File: config.mk
export PLATFORM = sky130hd
export DESIGN_NAME = img_frame_ctrl_flat
export DESIGN_NICKNAME = d
export VERILOG_FILES = /design/src/rtl/img_frame_if.sv /design/src/rtl/img_frame_ctrl.sv /design/src/flat_wrapper.sv
export SDC_FILE = /design/constraint.sdc
export NUM_CORES = 1
export LEC_CHECK = 0
export CORE_UTILIZATION = 45
export CTS_CLUSTER_SIZE = 10
export DETAILED_ROUTE_END_ITERATION = 7
export PLACE_DENSITY = 0.75
export SLEW_MARGIN = 30
export SYNTH_ARGS = -nofsm -noshare
export SYNTH_HDL_FRONTEND = slang
export SYNTH_SLANG_ARGS = --single-unit
File: constraint.sdc
create_clock -name clk -period 3 [get_ports clk]
set_clock_uncertainty 0.2 [all_clocks]
set_input_delay 0.45 -clock clk [delete_from_list [all_inputs] [get_ports clk]]
set_output_delay 0.45 -clock clk [all_outputs]
set_load 0.03 [all_outputs]
File: src/rtl/img_frame_if.sv
// Pixel-stream interface between the video timing generator, img_frame_ctrl and the
// downstream filter/segmentation pipeline.
interface img_frame_if #(
    parameter int CNT_W = 16
) ();
    logic             in_vsync;
    logic             in_de;
    logic             out_de;
    logic [CNT_W-1:0] pix_x;
    logic [CNT_W-1:0] pix_y;

    // master: timing generator / pipeline side; slave: the frame controller
    modport master (output in_vsync, in_de, input out_de, pix_x, pix_y);
    modport slave  (input in_vsync, in_de, output out_de, pix_x, pix_y);
endinterface

File: src/rtl/img_frame_ctrl.sv
// Frame sequencer: arms on vsync fall, gates in_de for a programmed number of frames
// and tags pixels with x/y. Define IMG_FRAME_CHECK_EN for the malformed-frame err flag.
module img_frame_ctrl #(
    parameter int H_DISP = 640,
    parameter int V_DISP = 480,
    parameter int CNT_W  = 16
) (
    input  logic       clk,
    input  logic       rst_n,
    input  logic       start,
    input  logic       stop,
    input  logic [7:0] frame_num,
    img_frame_if.slave vid,
    output logic [7:0] frame_cnt,
    output logic       busy,
    output logic       done,
    output logic       err
);
    typedef enum logic [1:0] {S_IDLE, S_ARM, S_RUN, S_FIN} state_e;

    if (H_DISP < 1 || V_DISP < 1 || H_DISP >= (1 << CNT_W) || V_DISP >= (1 << CNT_W))
    begin : g_bad_geometry
        $error("img_frame_ctrl: H_DISP/V_DISP do not fit in CNT_W");
    end

    state_e           state_q;
    logic             vs_d_q;
    logic             de_d_q;
    logic [CNT_W-1:0] x_q;
    logic [CNT_W-1:0] y_q;
    logic [CNT_W-1:0] pix_x_q;
    logic [CNT_W-1:0] pix_y_q;
    logic             out_de_q;
    logic             busy_q;
    logic             done_q;
    logic             stop_pend_q;
    logic [7:0]       frame_cnt_q;
    logic [7:0]       frame_num_q;

    logic             vs_fall;
    logic             de_fall;
    logic             last_line;
    logic             run_end;
    logic [7:0]       cnt_next;

    assign vs_fall   = vs_d_q & ~vid.in_vsync;
    assign de_fall   = de_d_q & ~vid.in_de;
    assign last_line = (y_q == CNT_W'(V_DISP - 1));
    assign cnt_next  = frame_cnt_q + 8'd1;
    // a stop arriving on the completing edge itself still ends the run
    assign run_end   = stop_pend_q | stop |
                       ((frame_num_q != 8'd0) && (cnt_next == frame_num_q));

`ifdef IMG_FRAME_CHECK_EN
    logic err_q;
    assign err = err_q;
`else
    assign err = 1'b0;
`endif

    always_ff @(posedge clk or negedge rst_n) begin
        if (!rst_n) begin
            state_q     <= S_IDLE;
            vs_d_q      <= 1'b1;
            de_d_q      <= 1'b0;
            x_q         <= '0;
            y_q         <= '0;
            pix_x_q     <= '0;
            pix_y_q     <= '0;
            out_de_q    <= 1'b0;
            busy_q      <= 1'b0;
            done_q      <= 1'b0;
            stop_pend_q <= 1'b0;
            frame_cnt_q <= 8'd0;
            frame_num_q <= 8'd0;
`ifdef IMG_FRAME_CHECK_EN
            err_q       <= 1'b0;
`endif
        end else begin
            vs_d_q   <= vid.in_vsync;
            de_d_q   <= vid.in_de;
            // NOTE: pulse outputs default low here; later non-blocking writes in the case win.
            out_de_q <= 1'b0;
            done_q   <= 1'b0;

            case (state_q)
                S_IDLE: begin
                    if (start) begin
                        state_q     <= S_ARM;
                        busy_q      <= 1'b1;
                        frame_num_q <= frame_num;
                        frame_cnt_q <= 8'd0;
                        stop_pend_q <= 1'b0;
`ifdef IMG_FRAME_CHECK_EN
                        err_q       <= 1'b0;
`endif
                    end
                end

                S_ARM: begin
                    if (stop) begin
                        state_q <= S_FIN;
                    end else if (vs_fall) begin
                        state_q <= S_RUN;
                        x_q     <= '0;
                        y_q     <= '0;
                    end
                end

                S_RUN: begin
                    if (stop) stop_pend_q <= 1'b1;

                    if (vid.in_de) begin
                        out_de_q <= 1'b1;
                        pix_x_q  <= x_q;
                        pix_y_q  <= y_q;
                        x_q      <= x_q + CNT_W'(1);
                    end

                    if (de_fall) begin
                        x_q <= '0;
`ifdef IMG_FRAME_CHECK_EN
                        if (x_q != CNT_W'(H_DISP)) err_q <= 1'b1;
`endif
                        if (last_line) begin
                            y_q         <= '0;
                            frame_cnt_q <= cnt_next;
                            state_q     <= run_end ? S_FIN : S_ARM;
                        end else begin
                            y_q <= y_q + CNT_W'(1);
                        end
                    end else if (vs_fall) begin
                        // early frame start: drop the partial frame and restart at 0,0
                        x_q <= '0;
                        y_q <= '0;
`ifdef IMG_FRAME_CHECK_EN
                        err_q <= 1'b1;
`endif
                    end
                end

                S_FIN: begin
                    state_q <= S_IDLE;
                    busy_q  <= 1'b0;
                    done_q  <= 1'b1;
                end

                default: state_q <= S_IDLE;
            endcase
        end
    end

    assign vid.out_de = out_de_q;
    assign vid.pix_x  = pix_x_q;
    assign vid.pix_y  = pix_y_q;
    assign frame_cnt  = frame_cnt_q;
    assign busy       = busy_q;
    assign done       = done_q;
endmodule
File: src/flat_wrapper.sv
// flat-port wrapper written by rule: the top's interface ports become plain ports
module img_frame_ctrl_flat 
#(
    parameter int H_DISP = 640,
    parameter int V_DISP = 480,
    parameter int CNT_W  = 16
)
  (clk, rst_n, start, stop, frame_num, frame_cnt, busy, done, err, vid_in_vsync, vid_in_de, vid_out_de, vid_pix_x, vid_pix_y);
  img_frame_if #(.CNT_W(CNT_W)) vid_i ();
  input  logic clk;
  input  logic rst_n;
  input  logic start;
  input  logic stop;
  input  logic [7:0] frame_num;
  output logic [7:0] frame_cnt;
  output logic busy;
  output logic done;
  output logic err;
  input wire logic [$bits(vid_i.in_vsync)-1:0] vid_in_vsync;
  input wire logic [$bits(vid_i.in_de)-1:0] vid_in_de;
  output wire logic [$bits(vid_i.out_de)-1:0] vid_out_de;
  output wire logic [$bits(vid_i.pix_x)-1:0] vid_pix_x;
  output wire logic [$bits(vid_i.pix_y)-1:0] vid_pix_y;
  assign vid_i.in_vsync = vid_in_vsync;
  assign vid_i.in_de = vid_in_de;
  assign vid_out_de = vid_i.out_de;
  assign vid_pix_x = vid_i.pix_x;
  assign vid_pix_y = vid_i.pix_y;
  img_frame_ctrl #(.H_DISP(H_DISP), .V_DISP(V_DISP), .CNT_W(CNT_W)) u_core (.clk(clk), .rst_n(rst_n), .start(start), .stop(stop), .frame_num(frame_num), .vid(vid_i), .frame_cnt(frame_cnt), .busy(busy), .done(done), .err(err));
endmodule
## After elaboration in Yosys (flattened, before gate mapping)

Cells that the tools add are included.

- Bits in registers: 88
- Output and inout port bits: 44
- ROM bits: 0
- Word-level logic and storage cells: 79
- Memories kept: 0
- Bits in writable memories: 0
- Bits in latches: 0

- Muxes and demuxes: 30
- Equal/unequal tests: 13
- Add/subtract/negate cells: 3
- $lt $le $gt $ge: 0
- Reductions and logical operators: 14
- Shifts and indexed selects: 0
- Bitwise operators: 6
- Div/mod/pow operators: 0
- $mul: 0

Operators with widths:

| cell | count |
|---|---|
| $mux 16 | 9 |
| $pmux 16 s2 | 2 |
| $add 16x1->16 const B | 2 |
| $mux 8 | 3 |
| $eq 16x9->1 const B | 1 |
| $pmux 8 s2 | 1 |
| $mux 2 | 6 |
| $reduce_and 4->1 | 3 |
| $add 8x1->8 const B | 1 |
| $eq 8x8->1 | 1 |
| $pmux 2 s4 | 1 |
| $reduce_and 2->1 | 4 |
| $reduce_bool 8->1 | 1 |
| $mux 1 | 6 |
| $ne 2x1->1 const B | 3 |
| $ne 2x2->1 const B | 3 |
| $reduce_bool 2->1 | 3 |
| $eq 2x2->1 const B | 2 |
| $ne 4x2->1 const B | 1 |
| $pmux 1 s2 | 2 |
| $ne 3x2->1 const B | 1 |
| $reduce_and 3->1 | 1 |
| $and 1x1->1 | 2 |
| $eq 2x1->1 const B | 1 |
| 4 further kinds | 6 |

## Depth between registers and ports, before layout

Gate-level depths: netlist of run 1.

- Depth in word-level cells: 8
- Gate-level depth with buffers: 8

## Worst setup path before layout of run 1

OpenSTA, ideal clock, no wires.

- Path type: register to register
- From: register u_core.y_q[13]
- To: register u_core.y_q[12]
- Library setup time: 118 ps
- Path slack: 836 ps
- Period minus slack after synthesis: 2164 ps
- Stages on the path, launching flop included: 7
- Arrival time: 1846 ps
- Cells stage by stage: dfrtp_1 or4_4 nor4_4 nand2b_2 buf_6 o21ai_2 a21o_1

- Longest elaborated chain between the ends: 4

Ends and longest elaborated chain:

| what | line | RTL |
|---|---|---|
| from (decl) | img_frame_ctrl.sv:30 | `logic [CNT_W-1:0] y_q;` |
| from (signal assigned) | img_frame_ctrl.sv:130 | `y_q <= y_q + CNT_W'(1);` |
| $eq 16x9->1 | img_frame_ctrl.sv:48 | `assign last_line = (y_q == CNT_W'(V_DISP - 1));` |
| $mux 16 | img_frame_ctrl.sv:125 | `if (last_line) begin` |
| $mux 16 | img_frame_ctrl.sv:120 | `if (de_fall) begin` |
| $pmux 16 s2 | img_frame_ctrl.sv:86 | `case (state_q)` |

No other way between the ends.
A chain may end at the register's enable or synchronous reset.

## Worst setup path after layout of run 1

- From: register u_core.y_q[13]
- To: register u_core.y_q[15]

- Longest elaborated chain between the ends: 4

Ends and longest elaborated chain:

| what | line |
|---|---|
| $add 16x1->16 / $eq 16x9->1 (equally long branches) | img_frame_ctrl.sv:130, img_frame_ctrl.sv:48 |
| $mux 16 * | img_frame_ctrl.sv:125 |
| $mux 16 * | img_frame_ctrl.sv:120 |
| $pmux 16 s2 * | img_frame_ctrl.sv:86 |

Mark *: on every way between the ends. The rest lies on a longest branch, timed or not.

==> tab_implementation.tex, run 1 <==
\begin{tabular}{lr}
\hline
Metric & Value \\
\hline
\multicolumn{2}{l}{\textbf{GRT}} \\
\quad Met3 Use GR & 4.10\% \\
\quad First-pass GRT wire length & 15.0 mm \\
\quad Gr usage total & 19.6\% \\
\quad Grt met1 use & 26.5\% \\
\quad Vias in the first global route & 3171 \\
\quad Overall overflow remaining after global route & 0 \\
\quad Met2 Use GR & 31.1\% \\
\quad Antenna violations before repair & 0 \\
\quad Routing layer with the top usage in global route & met2 \\
\quad Maximum number of pins on one net before global-route repair & 55 \\
\multicolumn{2}{l}{\textbf{CTS}} \\
\quad Source-to-sink clock delay at the later pin of the worst-skew pair & 360 ps \\
\quad Post-CTS Setup Repair Bufs & 0 \\
\quad Root buffer cell & sky130\_fd\_sc\_hd\_\_clkbuf\_8 \\
\quad Clock buffer count from CTS & 9 \\
\quad Clock tree from TritonCTS & built \\
\quad Post-cts hold buffer count & 1 \\
\quad Maximum buffer depth of the clock tree & 2 \\
\quad Clock-pin slew of the registers on the worst-case setup and hold paths & 90 ps \\
\quad Total number of H-tree levels & 3 \\
\quad \# resized after CTS & 0 \\
\quad Clock sink count & 88 \\
\multicolumn{2}{l}{\textbf{Synthesis}} \\
\quad Dominant synthesized flop cell & sky130\_fd\_sc\_hd\_\_dfrtp\_1 \\
\quad Area of the mapped netlist & about 4100 µm² \\
\quad Share of synthesized registers carrying an async set or reset & 100\% \\
\quad Synthesis-stage register bit count & 88 \\
\quad Post-Synthesis Cells & 429 \\
\quad Syn Area/Cell & 9.51 µm² \\
\quad Leading area contributor after synthesis & sky130\_fd\_sc\_hd\_\_dfrtp\_1 \\
\quad Biggest area contributors in the synthesized netlist & sky130\_fd\_sc\_hd\_\_dfrtp\_1, sky130\_fd\_sc\_hd\_\_nand2\_1, sky130\_fd\_sc\_hd\_\_xnor2\_1 \\
\quad Share of Yosys cell area claimed by the top area cell type & 53.3\% \\
\quad Post-synth EDFFs & 0 \\
\quad Synthesis Warnings & 0 \\
\quad Mapped Nets & 446 \\
\quad Post-synth cell types & 52 \\
\quad Sequential share of the synthesized area & a little over half \\
\multicolumn{2}{l}{\textbf{Power and ir drop}} \\
\quad Total power per unit cell area & $\sim$450 nW/µm² \\
\quad Net Sw Power & 0.000571 W \\
\quad Combinational share of power & 8.7\% \\
\quad Share of total power in sequential cells & a little under three fifths \\
\quad Switching fraction of total power & 25.4\% \\
\quad Maximum resistive drop on vdd & 0.000270 V \\
\quad Leakage power of the design & about 2.2 nW \\
\quad Internal Pwr Total & 0.00168 W \\
\quad Sum of internal, switching and leakage power & 0.00225 W \\
\quad Clock share of power & 36.1\% \\
\multicolumn{2}{l}{\textbf{Drt}} \\
\quad Wire length per cell after detailed routing & 14.5 µm \\
\quad Detail Route Antenna Nets & 0 \\
\quad Final wirelength & 8.71 mm \\
\quad Count of routing violations after the opening detailed-route iteration & 180 \\
\quad Number of iterations in the first detailed-routing pass & 5 \\
\quad Overall via count from detail\_route & 3312 \\
\quad Mean number of vias per cell & 5.51 \\
\quad Remaining DRCs & 0 \\
\multicolumn{2}{l}{\textbf{Worst setup path}} \\
\quad Highest cell delay on the worst timing path & 560 ps \\
\quad Worst R2R Start & u\_core.y\_q[13] \\
\quad Kind of end point of the critical path & flip-flop \\
\quad CP Launch Type & flip-flop \\
\quad Worst R2R Setup Slack & 440 ps \\
\quad FF-to-FF path depth & 5 \\
\quad Maximum fanout count along the critical path & 16 \\
\quad R2R Path End & u\_core.y\_q[15] \\
\quad Crit path kind & flip-flop to flip-flop \\
\quad Required @ worst endpoint & roughly 3100 ps \\
\quad Cell Chain, Critical Path & or4\_4 -> nor4\_4 -> nand2b\_2 -> o21ai\_0 -> a22o\_1 \\
\quad Crit-path slowest cell & sky130\_fd\_sc\_hd\_\_or4\_4 \\
\quad Worst path arrival time & 2610 ps \\
\multicolumn{2}{l}{\textbf{Placement}} \\
\quad Total half-perimeter wirelength after legalization and detailed placement & 6.19 mm \\
\quad Gp weighted congestion & 0.868 \\
\quad Total of buffers placed on input and output ports & 56 \\
\quad Dpl cell area & 4750 µm² \\
\multicolumn{2}{l}{\textbf{Cells and area}} \\
\quad Total Nets Final & 505 \\
\quad Signed area change from the synthesized netlist to the final layout & 21.3\% \\
\quad Number of antenna diodes & 0 \\
\quad Filler cells & about 770 \\
\quad Fraction of layout instances using a drive strength above 1 & 8.11\% \\
\quad Sequential cell area & 2200 µm² \\
\quad Most common cell after layout, fill and taps aside & sky130\_fd\_sc\_hd\_\_nand2\_1 \\
\quad Highest-count cells in the layout ignoring fill and taps & sky130\_fd\_sc\_hd\_\_nand2\_1, sky130\_fd\_sc\_hd\_\_dfrtp\_1, sky130\_fd\_sc\_hd\_\_clkdlybuf4s50\_1 \\
\quad Combined area of the multi-input logic cells & 1750 µm² \\
\quad Post-layout instance area & 4950 µm² \\
\multicolumn{2}{l}{\textbf{Min path}} \\
\quad Min-Delay Startpoint & u\_core.vid.pix\_x[8] \\
\quad Hold Crit Endpoint & u\_core.vid.pix\_x[8] \\
\quad Hold depth & 2 \\
\quad Hold crit path type & flip-flop to flip-flop \\
\multicolumn{2}{l}{\textbf{Timing}} \\
\quad Slew Limit Fails & 0 \\
\quad Summed negative setup slack over all endpoints & 0 ps \\
\quad Setup violations, final & 0 \\
\quad Final clock period utilization by the worst path & a little under nine tenths \\
\quad Max Fclk & 391 MHz \\
\quad Count of endpoints failing hold in the final timing report & 0 \\
\quad Normalized max-slew margin & 54.8\% \\
\quad Shortest period the worst path allows & 2560 ps \\
\quad Transition at the pin with the smallest max-transition slack & 678 ps \\
\quad Setup repair after global routing missed its margin & false \\
\multicolumn{2}{l}{\textbf{Floorplan}} \\
\quad Horiz. Die Dim & 97.2 µm \\
\quad Std cell rows & 34 \\
\quad I/O pins & 58 \\
\quad Starting density of the core & 46.6\% \\
\quad Area of the placeable core & slightly below 9000 µm² \\
\quad Die Area & between 9000 and 10000 µm² \\
\quad Vertical die dimension & 97.2 µm \\
\multicolumn{2}{l}{\textbf{Status}} \\
\quad Result of the run & complete, no violations \\
\multicolumn{2}{l}{\textbf{Flow run}} \\
\quad Max-cap violation count & 0 \\
\hline
\end{tabular}
[layer usage]
layer / vias to the layer above / part of all wire [%]
li1: 1588 / -
met1: 1607 / 46
met2: 103 / 47
met3: 14 / 5.1
met4: 0 / 2.0
met5: - / 0
[cell type report]
class	count	share of cell area, %
flip-flops and latches	88	44.5
multi-input cells	314	35.4
repair buffers	65	12.7
well taps	108	2.73
clock buffers	10	2.58
clock inverters	6	1.36
inverters	10	0.758
[power by group through the flow]
stage | clock [W] | combinational [W] | sequential (W)
global placement | 0 | 0.000192 | 0.00127
global route | 0.000891 | 0.000218 | 0.00125
CTS | 0.000839 | 0.000199 | 0.00124
floorplan | 0 | 0.0000846 | 0.00129
finish | 0.000813 | 0.000195 | 0.00124
detailed placement | 0 | 0.000197 | 0.00127
[kinds of logic after synthesis]
| logic type | synth area share (%) |
|---|---|
| flip-flops | 54.0 |
| XOR/XNOR | 5.15 |
| AND/OR/NAND/NOR | 23.7 |
| adder cells (fa/ha/maj) | 0.920 |
| AO/OA/AOI/OAI | 10.9 |
| other | 0.0919 |
| multiplexers | 2.21 |
| buffers and inverters | 3.10 |
[worst max-delay path: cells and delay by family, from the launching register on]
family / cells / cell delay (ps)
simple gates: 3 / 1400
flops: 1 / 430
compound gates: 2 / 420
[per-stage QoR]
stage | hold WS [ps] | cells | util [%] | setup slack (ps)
CTS | 285 | 601 | 56.5 | 463
floorplan | -45.6 | 429 | - | 836
finish | 279 | 601 | 56.5 | 441
global route | 306 | 601 | 56.5 | 294
detailed placement | 263 | 584 | 54.2 | 381
global placement | 259 | 584 | 54.2 | 481
[synthesized netlist by cell type (all sizes together), types with 3 or more instances]
cell	n
a21o	5
a21oi	14
a22o	5
and3	4
buf	7
clkbuf	10
dfrtp	87
ha	3
inv	10
mux2	8
nand2	107
nand2b	6
nand3	16
nand3b	3
nand4	6
nor2	31
nor3	7
nor3b	3
nor4	9
o21ai	28
o21bai	3
o31ai	4
or3	4
or4	5
xnor2	16
xor2	8
[state kept, by name (all words and copies together) (netlist names), 2 cells and up]
register,flops
u_core.vid.pix_x,16
u_core.frame_cnt,8
u_core.x_q,16
u_core.vid.pix_y,16
u_core.state_q,2
u_core.y_q,16
u_core.frame_num_q,8
[worst max-delay path by stage]
stage	startpoint	to	slack [ps]	cells after the start
finish	u_core.y_q[13]	u_core.y_q[15]	440	5
global route	u_core.y_q[13]	u_core.frame_cnt[6]	290	5
detailed placement	vid_in_de	u_core.frame_cnt[5]	380	6
floorplan	u_core.y_q[13]	u_core.y_q[12]	840	6
global placement	vid_in_de	u_core.frame_cnt[6]	480	6
CTS	u_core.y_q[10]	u_core.y_q[15]	460	5
Power figures use the tool's default switching activity.
==> run 2, diff against run 1 <==
clock period = 3.2 ns   (was 3 ns; I/O delays follow)
==> tab_implementation.tex, run 2 (synthesized netlist as in run 1, its figures left out) <==
\begin{tabular}{lr}
\hline
Metric & Value \\
\hline
\multicolumn{2}{l}{\textbf{Placement}} \\
\quad Total half-perimeter wirelength after legalization and detailed placement & 6.02 mm \\
\quad Total of buffers placed on input and output ports & 56 \\
\quad Cell Count Post-Placement & 581 \\
\quad Gp weighted congestion & 0.870 \\
\multicolumn{2}{l}{\textbf{Worst setup path}} \\
\quad Cell Chain, Critical Path & or4\_4 -> nor4\_4 -> nand2b\_2 -> o21ai\_0 -> a22o\_1 \\
\quad Highest cell delay on the worst timing path & 560 ps \\
\quad Kind of end point of the critical path & flip-flop \\
\quad Cell family contributing the most delay on the critical path & simple AND/OR/NAND/NOR gates \\
\quad CP Launch Type & flip-flop \\
\quad Crit path kind & flip-flop to flip-flop \\
\quad Crit-path slowest cell & sky130\_fd\_sc\_hd\_\_or4\_4 \\
\quad Combined buffer and inverter count along the critical path & 0 \\
\quad Worst path arrival time & 2620 ps \\
\quad Maximum fanout count along the critical path & 16 \\
\quad Required @ worst endpoint & 3250 ps \\
\multicolumn{2}{l}{\textbf{CTS}} \\
\quad Clock-pin slew of the registers on the worst-case setup and hold paths & 90 ps \\
\quad Post-cts hold buffer count & 1 \\
\quad Clock buffer count from CTS & 9 \\
\quad \# resized after CTS & 0 \\
\quad Total number of H-tree levels & 3 \\
\quad Maximum buffer depth of the clock tree & 2 \\
\quad Root buffer cell & sky130\_fd\_sc\_hd\_\_clkbuf\_8 \\
\quad Clock tree from TritonCTS & built \\
\quad Post-CTS Setup Repair Bufs & 0 \\
\quad Source-to-sink clock delay at the later pin of the worst-skew pair & 360 ps \\
\quad Clock sink count & just under 90 \\
\multicolumn{2}{l}{\textbf{Status}} \\
\quad Result of the run & complete, no violations \\
\multicolumn{2}{l}{\textbf{Drt}} \\
\quad Remaining DRCs & 0 \\
\quad Mean number of vias per cell & approximately 5.5 \\
\quad Count of routing violations after the opening detailed-route iteration & 161 \\
\quad Overall via count from detail\_route & 3268 \\
\quad Wire length per cell after detailed routing & 14.5 µm \\
\quad Final wirelength & 8.69 mm \\
\quad Number of iterations in the first detailed-routing pass & 4 \\
\quad Detail Route Antenna Nets & 0 \\
\multicolumn{2}{l}{\textbf{Power and ir drop}} \\
\quad Leakage power of the design & 2.23 nW \\
\quad Total power per unit cell area & 432 nW/µm² \\
\quad Maximum resistive drop on vdd & 0.000250 V \\
\multicolumn{2}{l}{\textbf{Floorplan}} \\
\quad Std cell rows & 34 \\
\quad I/O pins & 58 \\
\quad Horiz. Die Dim & 97.2 µm \\
\quad Die Area & approximately 9500 µm² \\
\quad Vertical die dimension & 97.2 µm \\
\quad Area of the placeable core & 8760 µm² \\
\quad Starting density of the core & 46.6\% \\
\multicolumn{2}{l}{\textbf{Min path}} \\
\quad Hold crit path type & flip-flop to flip-flop \\
\multicolumn{2}{l}{\textbf{GRT}} \\
\quad Overall overflow remaining after global route & 0 \\
\quad Vias in the first global route & between 3000 and 4000 \\
\quad Antenna violations before repair & 0 \\
\quad Maximum number of pins on one net before global-route repair & 60 \\
\quad First-pass GRT wire length & around 15 mm \\
\quad Gr usage total & 19.8\% \\
\multicolumn{2}{l}{\textbf{Timing}} \\
\quad Setup repair after global routing missed its margin & false \\
\quad Transition at the pin with the smallest max-transition slack & approximately 860 ps \\
\quad Count of endpoints failing hold in the final timing report & 0 \\
\quad Setup violations, final & 0 \\
\quad Max Fclk & slightly below 400 MHz \\
\quad Shortest period the worst path allows & 2560 ps \\
\quad Summed negative setup slack over all endpoints & 0 ps \\
\quad Normalized max-slew margin & 42.5\% \\
\quad Final clock period utilization by the worst path & 80.1\% \\
\quad Slew Limit Fails & 0 \\
\multicolumn{2}{l}{\textbf{Cells and area}} \\
\quad Signed area change from the synthesized netlist to the final layout & 21.3\% \\
\quad Number of antenna diodes & 0 \\
\quad Filler cells & 769 \\
\quad Sequential cell area & 2200 µm² \\
\quad Highest-count cells in the layout ignoring fill and taps & sky130\_fd\_sc\_hd\_\_nand2\_1, sky130\_fd\_sc\_hd\_\_dfrtp\_1, sky130\_fd\_sc\_hd\_\_clkdlybuf4s50\_1 \\
\quad Fraction of layout instances using a drive strength above 1 & 7.76\% \\
\quad Combined area of the multi-input logic cells & 1750 µm² \\
\quad Final non-filler cell total & 598 \\
\quad Total Nets Final & about 500 \\
\quad Most common cell after layout, fill and taps aside & sky130\_fd\_sc\_hd\_\_nand2\_1 \\
\multicolumn{2}{l}{\textbf{Flow run}} \\
\quad Max-cap violation count & 0 \\
\hline
\end{tabular}
[run 2: cell count changes in the layout (fill, tap and decap cells not counted), sizes merged]
cell	before	now
clkinv	1	2
buf	9	6
inv	12	11
[run 2: stage by stage]
stage               power [W]  setup slack [ps]  utilization [%]  cell area, µm²  hold slack, ps
floorplan             0.00129              1040                -            4080           -15.6
global placement      0.00137               540             54.0            4740             258
detailed placement    0.00137               455             54.0            4740             262
CTS                   0.00216               659             56.5            4950             282
global route          0.00223               473             56.5            4950             299
finish                0.00214               638             56.5            4950             275
[run 2: worst min-delay path: stages, from the launching register on]
cell and delay (ps):
sky130_fd_sc_hd__dfrtp_1 340, sky130_fd_sc_hd__nand2_1 50, sky130_fd_sc_hd__nand2_1 50
[run 2: metal layers]
| metal | up-vias | track usage, % | routed length (µm) |
|---|---|---|---|
| met5 | - | 0 | 0 |
| met4 | 0 | 9.50 | 168 |
| met3 | 18 | 4.46 | 463 |
| met2 | 95 | 30.3 | 4030 |
| met1 | 1576 | 26.8 | 4030 |
| li1 | 1579 | - | - |
[run 2: worst paths after layout]
path / startpoint / to / slack [ps] / cells after the start
min: u_core.vid.pix_x[8] / u_core.vid.pix_x[8] / 280 / 2
min in group asynchronous: rst_n / u_core.vid.pix_x[6] / 520 / 2
max in group asynchronous: rst_n / u_core.state_q[0] / 1650 / 3
max reg2reg: u_core.y_q[13] / u_core.y_q[15] / 640 / 5
min reg2reg: u_core.vid.pix_x[8] / u_core.vid.pix_x[8] / 280 / 2
max: u_core.y_q[13] / u_core.y_q[15] / 640 / 5
[run 2: cell type report]
type | count | share of cell area, %
Inverter | 10 | 0.758
Sequential cell | 88 | 44.5
Clock inverter | 6 | 1.36
Clock buffer | 10 | 2.78
Timing Repair Buffer | 62 | 12.5
Tap cell | 108 | 2.73
Multi-Input combinational cell | 314 | 35.4
[run 2: power breakdown]
group	total (W)	internal, W	switching [W]
clock network	0.000790	0.000385	0.000405
logic	0.000184	0.0000711	0.000113
registers	0.00117	0.00114	0.0000262
